File: src/rtl/command_merge_inex.sv
// command_merge_inex
// Return-path merge for local-access command acknowledgements. Four sources
// (HCP, TSS/TSE 1..3) each feed a small FIFO; a round-robin arbiter drains
// them into one registered 66-bit stream. Each word is re-tagged with its
// 2-bit source ID in [63:62], and the displaced bits move up to [65:64].
// Pushes that hit a full FIFO are dropped and latch a sticky per-source flag.

module command_merge_inex #(
   parameter int FIFO_DEPTH = 4,
   parameter int FIFO_AW    = 2
) (
   input  logic        i_clk,
   input  logic        i_rst_n,
   input  logic [63:0] iv_hcp_command_ack,
   input  logic        i_hcp_command_ack_wr,
   input  logic [63:0] iv_tsstse_command_ack_1,
   input  logic        i_tsstse_command_ack_wr_1,
   input  logic [63:0] iv_tsstse_command_ack_2,
   input  logic        i_tsstse_command_ack_wr_2,
   input  logic [63:0] iv_tsstse_command_ack_3,
   input  logic        i_tsstse_command_ack_wr_3,
   input  logic        i_command_ack_ready,
   output logic [65:0] ov_command_ack,
   output logic        o_command_ack_wr,
   output logic [3:0]  ov_overflow_flag
);

   localparam int NSRC = 4;
   localparam logic [FIFO_AW:0] DEPTH_C = (FIFO_AW + 1)'(FIFO_DEPTH);

   logic [63:0]     din [NSRC];
   logic [63:0]     head [NSRC];
   logic [NSRC-1:0] push_req;
   logic [NSRC-1:0] nonempty;
   logic [NSRC-1:0] full;
   logic [NSRC-1:0] accept;
   logic [NSRC-1:0] drop;
   logic [NSRC-1:0] pop;

   logic [1:0]  last_grant_q, last_grant_d;
   logic        grant_vld;
   logic [1:0]  grant_id;
   logic [1:0]  idx;
   logic [65:0] ack_q, ack_d;
   logic        ack_wr_q, ack_wr_d;
   logic [3:0]  ovf_q, ovf_d;

   // Source index doubles as the ID placed in the merged word.
   assign din[0]      = iv_hcp_command_ack;
   assign din[1]      = iv_tsstse_command_ack_1;
   assign din[2]      = iv_tsstse_command_ack_2;
   assign din[3]      = iv_tsstse_command_ack_3;
   assign push_req[0] = i_hcp_command_ack_wr;
   assign push_req[1] = i_tsstse_command_ack_wr_1;
   assign push_req[2] = i_tsstse_command_ack_wr_2;
   assign push_req[3] = i_tsstse_command_ack_wr_3;

   for (genvar g = 0; g < NSRC; g++) begin : g_fifo
      logic [63:0]        mem_q [FIFO_DEPTH];
      logic [FIFO_AW-1:0] wr_ptr_q, rd_ptr_q;
      logic [FIFO_AW:0]   cnt_q, cnt_d;

      assign nonempty[g] = (cnt_q != '0);
      assign full[g]     = (cnt_q == DEPTH_C);
      // A pop in the same cycle frees the slot, so a push to a full FIFO
      // is only dropped when this source is not being drained.
      assign accept[g]   = push_req[g] & (~full[g] | pop[g]);
      assign drop[g]     = push_req[g] & full[g] & ~pop[g];
      assign head[g]     = mem_q[rd_ptr_q];

      // Occupancy next-state from accepted push and granted pop.
      always_comb begin
         cnt_d = cnt_q;
         case ({accept[g], pop[g]})
            2'b10:   cnt_d = cnt_q + 1'b1;
            2'b01:   cnt_d = cnt_q - 1'b1;
            default: cnt_d = cnt_q;
         endcase
      end

      // Storage array; contents are don't-care while empty, so no reset.
      always_ff @(posedge i_clk) begin
         if (accept[g]) begin
            mem_q[wr_ptr_q] <= din[g];
         end
      end

      // Pointers and occupancy; reset discards anything buffered.
      always_ff @(posedge i_clk or negedge i_rst_n) begin
         if (!i_rst_n) begin
            wr_ptr_q <= '0;
            rd_ptr_q <= '0;
            cnt_q    <= '0;
         end else begin
            if (accept[g]) wr_ptr_q <= wr_ptr_q + 1'b1;
            if (pop[g])    rd_ptr_q <= rd_ptr_q + 1'b1;
            cnt_q <= cnt_d;
         end
      end
   end

   // Round-robin search starting after the last grant; also builds the
   // registered output word and the sticky drop flags.
   always_comb begin
      grant_vld    = 1'b0;
      grant_id     = last_grant_q;
      idx          = '0;
      pop          = '0;
      last_grant_d = last_grant_q;
      ack_d        = '0;
      ack_wr_d     = 1'b0;
      ovf_d        = ovf_q | drop;
      if (i_command_ack_ready) begin
         for (int k = 1; k <= NSRC; k++) begin
            idx = last_grant_q + 2'(k);
            if (!grant_vld && nonempty[idx]) begin
               grant_vld = 1'b1;
               grant_id  = idx;
            end
         end
      end
      if (grant_vld) begin
         pop          = 4'b0001 << grant_id;
         last_grant_d = grant_id;
         ack_d        = {head[grant_id][63:62], grant_id, head[grant_id][61:0]};
         ack_wr_d     = 1'b1;
      end
   end

   // Output register, last-grant pointer and flags. Last grant resets to 3
   // so HCP is searched first.
   always_ff @(posedge i_clk or negedge i_rst_n) begin
      if (!i_rst_n) begin
         last_grant_q <= 2'd3;
         ack_q        <= '0;
         ack_wr_q     <= 1'b0;
         ovf_q        <= '0;
      end else begin
         last_grant_q <= last_grant_d;
         ack_q        <= ack_d;
         ack_wr_q     <= ack_wr_d;
         ovf_q        <= ovf_d;
      end
   end

   assign ov_command_ack   = ack_q;
   assign o_command_ack_wr = ack_wr_q;
   assign ov_overflow_flag = ovf_q;

endmodule

File: config.mk
export PLATFORM = sky130hd
export DESIGN_NAME = command_merge_inex
export DESIGN_NICKNAME = d
export VERILOG_FILES = /design/src/rtl/command_merge_inex.sv
export SDC_FILE = /design/constraint.sdc
export NUM_CORES = 1
export LEC_CHECK = 0
export ABC_AREA = 1
export CAP_MARGIN = 20
export CORE_MARGIN = 10
export CORE_UTILIZATION = 53
export CTS_CLUSTER_SIZE = 12
export DETAILED_ROUTE_END_ITERATION = 8
export GPL_TIMING_DRIVEN = 1
export MAX_ROUTING_LAYER = met4
export PLACE_DENSITY_LB_ADDON = 0.08
export SYNTH_ARGS = -nofsm -noshare
export SYNTH_HDL_FRONTEND = slang
export SYNTH_SLANG_ARGS = --single-unit
File: constraint.sdc
create_clock -name i_clk -period 5 [get_ports i_clk]
set_clock_uncertainty 0.2 [all_clocks]
set_input_delay 0.5 -clock i_clk [delete_from_list [all_inputs] [get_ports i_clk]]
set_output_delay 0.5 -clock i_clk [all_outputs]
set_load 0.05 [all_outputs]
# --- Word level (Yosys, flattened, before mapping) ---
# Memory sizes are Yosys's and may differ from the RTL's.
# Cells that the tools add are included.
totals:
  out_inout_bits: 71
  mem_count: 4
  reg_bits: 101
  ramBits: 1024
  elab_cells: 136
memory_table:
  columns: ["memory", "words", "word_bits", "read_ports", "rd_clocked_by_memory_dff", "write_ports", "line_no", "rtl"]
  rows:
  - ["g_fifo[0].mem_q", 4, 64, 1, 0, 1, "59", "logic [63:0] mem_q [FIFO_DEPTH];"]
  - ["g_fifo[1].mem_q", 4, 64, 1, 0, 1, "59", null]
  - ["g_fifo[2].mem_q", 4, 64, 1, 0, 1, "59", null]
  - ["g_fifo[3].mem_q", 4, 64, 1, 0, 1, "59", null]
op_classes:
  add_sub_neg: 19
  n_mux: 39
  bitwise_logic: 26
  shift: 1
  n_reduce_logical: 14
  eq_ne: 12
  magnitude_cmp: 5
ops:
  columns: ["op", "n"]
  rows:
  - ["$bmux 64 s2", 1]
  - ["$mux 64", 2]
  - ["$mux 66", 1]
  - ["$pmux 3 s2", 4]
  - ["$mux 1", 21]
  - ["$add 2x1->2 const B", 9]
  - ["$add 3x1->3 const B", 4]
  - ["$and 1x1->1", 12]
  - ["$eq 3x3->1 const B", 4]
  - ["$lt 2x3->1 const B", 4]
  - ["$reduce_bool 3->1", 4]
  - ["$sub 3x1->3 const B", 4]
  - ["$mux 2", 5]
  - ["$bmux 1 s2", 4]
  - ["$eq 2x1->1 const B", 4]
  - ["$eq 2x2->1 const B", 4]
  - ["$not 1->1", 8]
  - ["$reduce_bool 2->1", 4]
  - ["$add 2x2->2 const B", 2]
  - ["$mux 4", 1]
  - ["$or 1x1->1", 4]
  - ["$or 4x4->4", 1]
  - ["$shl 1x2->4 const A", 1]
  - ["$ge 3x3->1 const B", 1]
  - ["3 further kinds", 7]

# --- Longest topological paths before layout ---
# Gate-level depths: netlist of run 1.
depth:
  depth_word: 23
  mapped_depth: 21

# --- Worst setup path after synthesis of run 1 ---
# No wires, ideal clock.
synth_timing:
  path_kind: "flip-flop to flip-flop"
  start: "reg last_grant_q[1]"
  end: "mem g_fifo[2].mem_q[0][0] (enable)"
  stages_incl_launch_ff: 17
  arrival_time_ns: 4.616
  setup_ns: 0.486
  path_buffers: 2
  required_time_ns: 4.314
  path_slack_ns: -0.302
  cell_sequence: "dfstp_2 -> buf_2 -> inv_4 -> nand2_1 -> nand2_2 -> nand3_1 -> nand2_1 -> nand2_1 -> nand2_1 -> nand2_1 -> nand2_1 -> o21ai_4 -> buf_4 -> nand3_2 -> nand3_2 -> nand2_2 -> nor2_1"
synth_via:
  elab_chain_cells: 23
  word_cells_on_any_way: 36
  classes_between: "add/sub: 3; shift: 1; mux: 24; bitwise: 2; reduce/logical: 6"
synth_lines:
  columns: ["element", "line_no", "rtl"]
  rows:
  - ["from (decl)", "40", "logic [1:0] last_grant_q, last_grant_d;"]
  - ["from (signal assigned)", "139", "last_grant_q <= last_grant_d;"]
  - ["$add 2x1->2", "115", "idx = last_grant_q + 2'(k);"]
  - ["$bmux 1 s2", "116", "if (!grant_vld && nonempty[idx]) begin"]
  - ["$mux 1 (implied by the code)", "116", null]
  - ["$mux 1", "116", null]
  - ["$mux 1", "113", "if (i_command_ack_ready) begin"]
  - ["$logic_not 1->1", "116", null]
  - ["$logic_and 1x1->1", "116", null]
  - ["$mux 1", "116", null]
  - ["[7 not listed]", null, null]
  - ["$mux 2", "116", null]
  - ["$mux 2", "113", null]
  - ["$shl 1x2->4", "123", "pop = 4'b0001 << grant_id;"]
  - ["$mux 4 *", "122", "if (grant_vld) begin"]
  - ["$or 1x1->1 *", "67", "assign accept[g] = push_req[g] & (~full[g] | pop[g]);"]
  - ["$and 1x1->1 *", "67", null]
  - ["$mux 1 *", "83", "if (accept[g]) begin"]
  - ["$mux 1 (implied by the code) *", "84", "mem_q[wr_ptr_q] <= din[g];"]
  - ["to (decl)", "59", null]
# Mark *: on every way between the ends. The rest lies on a longest branch, timed or not. The select of a mux whose other input is x is not followed.

# --- Final worst setup path of run 1 ---
layout_timing:
  start: "reg g_fifo[0].cnt_q[0]"
  end: "reg ack_q[21], in the netlist ov_command_ack[21]"
layout_via:
  elab_chain_cells: 22
  word_cells_on_any_way: 33
  classes_between: "mux: 25; bitwise: 1; reduce/logical: 7"
layout_lines:
  columns: ["element", "line_no", "rtl"]
  rows:
  - ["from (decl)", "61", "logic [FIFO_AW:0] cnt_q, cnt_d;"]
  - ["from (signal assigned)", "97", "cnt_q <= cnt_d;"]
  - ["$reduce_bool 3->1 *", "63", "assign nonempty[g] = (cnt_q != '0);"]
  - ["$bmux 1 s2", "116", null]
  - ["$mux 1 (implied by the code)", "116", null]
  - ["$mux 1", "116", null]
  - ["$mux 1", "113", null]
  - ["$logic_not 1->1", "116", null]
  - ["$logic_and 1x1->1", "116", null]
  - ["$mux 1", "116", null]
  - ["[6 not listed]", null, null]
  - ["$logic_and 1x1->1", "116", null]
  - ["$mux 2", "116", null]
  - ["$mux 2", "113", null]
  - ["$not 2->3 (implied by the code)", "125", "ack_d = {head[grant_id][63:62], grant_id, head[grant_id][61:0]};"]
  - ["$bmux 64 s2", "125", null]
  - ["$mux 64 (implied by the code) (2 in series)", "125", null]
  - ["$mux 66 *", "122", null]
  - ["via ack_d[21]", "44", "logic [65:0] ack_q, ack_d;"]
  - ["to (signal assigned)", "140", "ack_q <= ack_d;"]
  - ["to (decl)", "44", null]
# The timed path passes the listed nets; every way through them passes the cells marked *. The select of a mux whose other input is x is not followed.
# A chain may end at the register's enable or synchronous reset.

==> impl_metrics.json, run 1 <==
{
  "status": "finished clean",
  "clkTransAtPathRegs_ps": 60,
  "final_hold_viol_count": 0,
  "synth.avg_cell_area_sq_um": 13.6,
  "io_pins": 334,
  "critPathKind": "register to register",
  "reg2reg_slack_ps": 680,
  "ys_warn_count": 0,
  "core_area_sq_mm": 0.0809,
  "grtUsageMet1_pct": 31.5,
  "die_x_um": 306,
  "drt_iter0_drc": 2465,
  "rsz0062_at_grt": "false",
  "antenna_found_initial": 15,
  "seq_area_sq_mm": 0.0333,
  "hpwl_mm": 75.9,
  "r2r_end": "ov_command_ack[21]$_DFF_PN0_",
  "power_density_mw_per_mm2": 640,
  "grt_pass1_vias": 27326,
  "cts_made_buffers": 113,
  "max_freq_mhz": 232,
  "final_common_cell": "edfxtp_1",
  "avgRoutedWirePerCell_um": 25.3,
  "synth-seq-cells": 1125,
  "synth_edf_count": 1024,
  "drtPass1Iterations": 5,
  "fin_crit_sh_pct": 86.3,
  "grt-busiest-layer": "met2",
  "crit_path_start_kind": "register",
  "place.gp.congestion": 0.887,
  "crit_fanout": 90,
  "die_y_um": 306,
  "finalNetCount": 3782,
  "critPathRequiredTime_ps": 5320,
  "synth_nets": 3468,
  "post_cts_buffers": 0,
  "drive_gt1_share_pct": 7.41,
  "ys_seq_area_share_pct": 76.6,
  "htreeDepth": 3,
  "syn_area_sq_mm": 0.0435,
  "arrival_ps": 4640,
  "wl_mm": 118,
  "reg2reg_depth": 14,
  "holdWs_ps": 180,
  "final_core_util_pct": 64.2,
  "min_period_ps": 4320,
  "dp_slack_ps": 799,
  "dieArea_sq_mm": 0.0938,
  "grt_pass1_wl_mm": 173,
  "synth_cell_types": 33,
  "ant_nets": 0,
  "finalMaxSlewViolations": 0,
  "peakVddDrop_v": 0.000415,
  "clock_path_buffers": 3,
  "slew_headroom_pct": 25.0,
  "worst_slack_ps": 684,
  "worst-slew-pin-transition_ps": 1130,
  "most-common-layout-cells": "edfxtp_1, nand2_1, nor2_1",
  "worstSetupEndpointType": "register",
  "n_fill_cell": 5967,
  "synthToLayoutAreaGrowth_pct": 19.6,
  "fp-row-count": 104,
  "multi_input_area_sq_mm": 0.00921,
  "tritoncts": "yes",
  "finalSetupViolCount": 0,
  "grt_max_degree": 106,
  "vias_per_cell": 5.92,
  "setup_tns_ps": 0,
  "hold_path_class": "input pin to async pin",
  "grt-ovfl-total": 0,
  "p_leak_nw": 17.6,
  "port_buffers": 333,
  "synthArstFlopShare_pct": 8.98,
  "via_count": 27610,
  "synth_ff_type": "edfxtp_1",
  "clk_latency_ps": 670,
  "timing.rr.start": "g_fifo[0].cnt_q[0]$_DFFE_PN0P_",
  "drc_errors": 0,
  "grt_use_met2_pct": 41.7,
  "max-cap-violations": 0,
  "cts_sinks": 1125,
  "cts_root_buffer": "clkbuf_16",
  "syn_inst": 3185,
  "grt_usage_pct": 25.3,
  "initial_utilization_pct": 53.7,
  "use_met3_pct": 3.91
}
-- per-layer routing --
metal | vias to the layer above | routed length (um)
met1 | 13929 | 46600
met3 | 203 | 7140
met5 | - | 0
met4 | 0 | 4500
li1 | 12480 | -
met2 | 998 | 59600
-- stage by stage --
step | std cells | power, mW | area [sq um]
after floorplan | 3185 | 20.6 | 43500
after global placement | 4441 | 25.1 | 48300
after detailed placement | 4441 | 25.4 | 48300
after CTS | 4649 | 33.4 | 51900
after global routing | 4660 | 34.9 | 52000
final | 4665 | 33.3 | 52000
-- cell type report --
class | count | area share [%]
Clock buffer | 178 | 6.26
Sequential cell | 1125 | 64.0
Antenna cell | 14 | 0.0674
Inverter | 67 | 0.517
Multi-Input combinational cell | 1785 | 17.7
Clock inverter | 29 | 0.549
Tap cell | 1060 | 2.55
Timing Repair Buffer | 407 | 8.29
-- flip-flops by register name, indices dropped and copies added (netlist names) --
signal and flops:
g_fifo.mem_q 1024, ov_command_ack 66, g_fifo.cnt_q 12, g_fifo.rd_ptr_q 8, g_fifo.wr_ptr_q 8, ov_overflow_flag 4
last_grant_q 2, o_command_ack_wr 1
-- how the worst max path moves through the flow --
| stage | startpoint | endpoint | slack (ps) | depth (start not counted) |
|---|---|---|---|---|
| 6_report | g_fifo[0].cnt_q[0]$_DFFE_PN0P_ | ov_command_ack[21]$_DFF_PN0_ | 680 | 14 |
| 5_1_grt | g_fifo[0].cnt_q[0]$_DFFE_PN0P_ | ov_command_ack[21]$_DFF_PN0_ | 460 | 14 |
| 4_1_cts | g_fifo[0].cnt_q[0]$_DFFE_PN0P_ | ov_command_ack[52]$_DFF_PN0_ | 760 | 14 |
| 3_5_place_dp | g_fifo[0].cnt_q[0]$_DFFE_PN0P_ | ov_command_ack[52]$_DFF_PN0_ | 800 | 14 |
| 2_1_floorplan | last_grant_q[1]$_DFFE_PN1P_ | g_fifo[2].mem_q[0][0]$_DFFE_PP_ | -300 | 16 |
| 3_3_place_gp | last_grant_q[1]$_DFFE_PN1P_ | ov_command_ack[52]$_DFF_PN0_ | 750 | 15 |
-- synthesized netlist by cell type, types with 5 or more instances --
library cell     n  area, sq um
o21ai_0        337         1690
o221ai_1        40          350
edfxtp_1      1024        30700
buf_4            5         37.5
a32oi_1         44          385
nand2_2          6         37.5
buf_2           22          110
o211ai_1        20          150
xor2_1          15          131
nor3_1          44          220
nor2_1         432         1620
a21oi_1        133          666
clkbuf_1       175          657
ha_1            16          200
o22ai_1        108          676
nand3_1         36          180
dfrtp_1         99         2480
a32o_1          64          641
nand2_1        423         1590
o21ai_1          6         30.0
buf_1            5         18.8
a211oi_1        44          330
inv_1           61          229
-- worst max-delay path, stage by stage (launching register included) --
cell and delay (ps):
dfrtp_1 400, nor2_1 290, nand3_1 130, nand2_1 110
nand2_1 80, nand2_1 150, nand3_2 140, nand2_1 90
nand2_1 110, o21ai_4 150, buf_4 340, buf_4 890
nor2_1 220, a211oi_1 660, nor3_1 100
-- timing repair --
item,4_1_cts,5_1_grt
setup endpoints to repair,0,0
endpoints found under the hold margin,60,0
hold buffers,1,0
resized for setup,0,0
-- cells by family after synthesis --
| group | Yosys count | synth area share (%) |
|---|---|---|
| flip-flops | 1125 | 76.6 |
| AND/OR/NAND/NOR | 949 | 8.53 |
| buffers and inverters | 275 | 2.51 |
| AO/OA/AOI/OAI | 801 | 11.4 |
| adder cells (fa/ha/maj) | 20 | 0.645 |
| XOR/XNOR | 15 | 0.302 |
-- where the power goes --
group | total, mW | leakage [nW] | switching, mW | internal (mW)
Sequential | 13.4 | 10.6 | 0.932 | 12.5
Combinational | 11.8 | 5.30 | 8.37 | 3.41
Clock | 8.04 | 1.71 | 3.39 | 4.65
(Power assumes the default switching activity.)
==> inputs of run 2 (changes only) <==
--- a/config.mk
+++ b/config.mk
@@ -8,7 +8,7 @@
 export ABC_AREA = 1
 export CAP_MARGIN = 20
 export CORE_MARGIN = 10
-export CORE_UTILIZATION = 53
+export CORE_UTILIZATION = 58
 export CTS_CLUSTER_SIZE = 12
 export DETAILED_ROUTE_END_ITERATION = 8
 export GPL_TIMING_DRIVEN = 1
==> constraint.sdc (replaced) <==
create_clock -name i_clk -period 4 [get_ports i_clk]
set_clock_uncertainty 0.2 [all_clocks]
set_input_delay 0.4 -clock i_clk [delete_from_list [all_inputs] [get_ports i_clk]]
set_output_delay 0.4 -clock i_clk [all_outputs]
set_load 0.05 [all_outputs]
==> run 2 against run 1 <==
Effect of this change: fmax grew 19%; register-to-register slack lost 310 ps; non-clock buffer count shrank 3; sequential power grew 25%; largest power group unchanged; highest routed layer unchanged.
==> impl_metrics.json, run 2 (same netlist as run 1, synthesis figures left out) <==
{
  "ant_nets": 0,
  "finalMaxSlewViolations": 0,
  "grt_usage_pct": 27.2,
  "p_leak_nw": 17.5,
  "worst-slew-pin-transition_ps": 921,
  "hold_path_class": "input pin to async pin",
  "fin_area_sq_mm": 0.0516,
  "via_count": 27730,
  "holdWs_ps": 85.8,
  "dpl_cell_area_sq_mm": 0.0482,
  "clk_latency_ps": 670,
  "power.total_mw": 41.1,
  "cts_root_buffer": "clkbuf_16",
  "cts_sinks": 1125,
  "drt_iter0_drc": 2612,
  "htreeDepth": 3,
  "final_hold_viol_count": 0,
  "path_delay_family": "simple AND/OR/NAND/NOR gates",
  "crit_fanout": 82,
  "drtPass1Iterations": 6,
  "n_fill_cell": 5091,
  "grtUsageMet1_pct": 33.2,
  "finalSetupViolCount": 0,
  "worstSetupEndpointType": "register",
  "grt-busiest-layer": "met2",
  "final_common_cell": "edfxtp_1",
  "avgRoutedWirePerCell_um": 25.4,
  "wl_mm": 116,
  "grt_pass1_vias": 27538,
  "peakVddDrop_v": 0.000567,
  "arrival_ps": 3950,
  "critPathRequiredTime_ps": 4320,
  "dp_slack_ps": 142,
  "slew_headroom_pct": 38.6,
  "clock_path_buffers": 3,
  "die_y_um": 294,
  "drive_gt1_share_pct": 7.20,
  "post_cts_buffers": 0,
  "power_density_mw_per_mm2": 796,
  "largest_register_ffs": 1024,
  "initial_utilization_pct": 58.5,
  "instances_no_fill": 4576,
  "max_freq_mhz": 275,
  "grt-ovfl-total": 0,
  "final_core_util_pct": 69.4,
  "hpwl_mm": 73.6,
  "drc_errors": 0,
  "vias_per_cell": 6.06,
  "fp-row-count": 100,
  "largest_register": "g_fifo.mem_q",
  "status": "finished clean",
  "max-cap-violations": 0,
  "tritoncts": "yes",
  "place.gp.congestion": 0.873,
  "crit_path_start_kind": "register",
  "most-common-layout-cells": "edfxtp_1, nand2_1, nor2_1",
  "min_period_ps": 3630,
  "dp_cells": 4349,
  "setup_tns_ps": 0,
  "path_buf_inv": 1,
  "critPathKind": "register to register",
  "grt_max_degree": 129,
  "finalNetCount": 3778,
  "crit_chain": "nor2_1, nand3_1, nand2_1, nand2_1, nand2_1, nand3_2, nand2_1, nand2_1, o21ai_4, buf_6, nor2_1, a211oi_1, nor3_1",
  "die_x_um": 294,
  "rsz0062_at_grt": "false",
  "cpMostUsedCell": "nand2_1",
  "cts_made_buffers": 112,
  "antenna_found_initial": 21,
  "grt_use_met2_pct": 45.4,
  "worst_slack_ps": 369,
  "grt_pass1_wl_mm": 171,
  "critPathSlowestCell": "a211oi_1",
  "dieArea_sq_mm": 0.0863,
  "port_buffers": 333,
  "clkTransAtPathRegs_ps": 60,
  "fin_crit_sh_pct": 90.8,
  "cp_slowest_stage_delay_ps": 650,
  "core_area_sq_mm": 0.0743,
  "use_met3_pct": 4.83,
  "io_pins": 334,
  "synthToLayoutAreaGrowth_pct": 18.8
}
-- run 2: cell types whose count changed in the layout (fill, tap and decap cells not counted), sizes merged --
cell and delta:
diode +8, clkinv -5, inv +5, buf -3
bufinv -3
-- run 2: report_power, final --
group	total [mW]	leakage [nW]	switching, mW	internal (mW)
Clock	9.65	1.62	4.19	5.45
Sequential	16.7	10.6	1.07	15.6
Combinational	14.7	5.26	10.5	4.26
-- run 2: worst paths after layout --
kind	startpoint	endpoint	slack, ps	cells past startpoint
max	g_fifo[0].cnt_q[0]$_DFFE_PN0P_	ov_command_ack[27]$_DFF_PN0_	370	13
min	i_rst_n	ov_command_ack[51]$_DFF_PN0_	90	2
max reg2reg	g_fifo[0].cnt_q[0]$_DFFE_PN0P_	ov_command_ack[27]$_DFF_PN0_	370	13
min reg2reg	g_fifo[1].cnt_q[0]$_DFFE_PN0P_	g_fifo[1].cnt_q[0]$_DFFE_PN0P_	320	1
max in group asynchronous	i_rst_n	ov_command_ack[20]$_DFF_PN0_	2620	3
min in group i_clk	iv_tsstse_command_ack_1[7]	g_fifo[1].mem_q[0][7]$_DFFE_PP_	160	1
-- run 2: cell type report --
cell class / instances / area, sq um / area share, %
clock inverter: 26 / 199 / 0.385
sequential: 1125 / 33300 / 64.5
clock buffer: 178 / 3160 / 6.12
inverter: 67 / 265 / 0.514
timing repair buffer: 404 / 4220 / 8.18
antenna: 22 / 55.1 / 0.107
tap: 969 / 1210 / 2.35
multi-input combinational: 1785 / 9210 / 17.8
-- run 2: worst reg2reg max path, delay by kind of cell (launching register included) --
kind / cells / cell delay [ps]
buf+inv: 1 / 580
compound gates: 2 / 860
flops: 1 / 410
simple gates: 10 / 1450
-- run 2: per-layer routing --
| layer | vias up | wire (um) |
|---|---|---|
| met3 | 176 | 8740 |
| met5 | - | 0 |
| li1 | 12505 | - |
| met4 | 0 | 3550 |
| met2 | 1094 | 60100 |
| met1 | 13955 | 43600 |
-- run 2: repair_timing --
item,CTS,global route
endpoints found under the setup margin,0,9
endpoints found under the hold margin,38,0
hold buffers,1,0
gates resized for setup,0,1
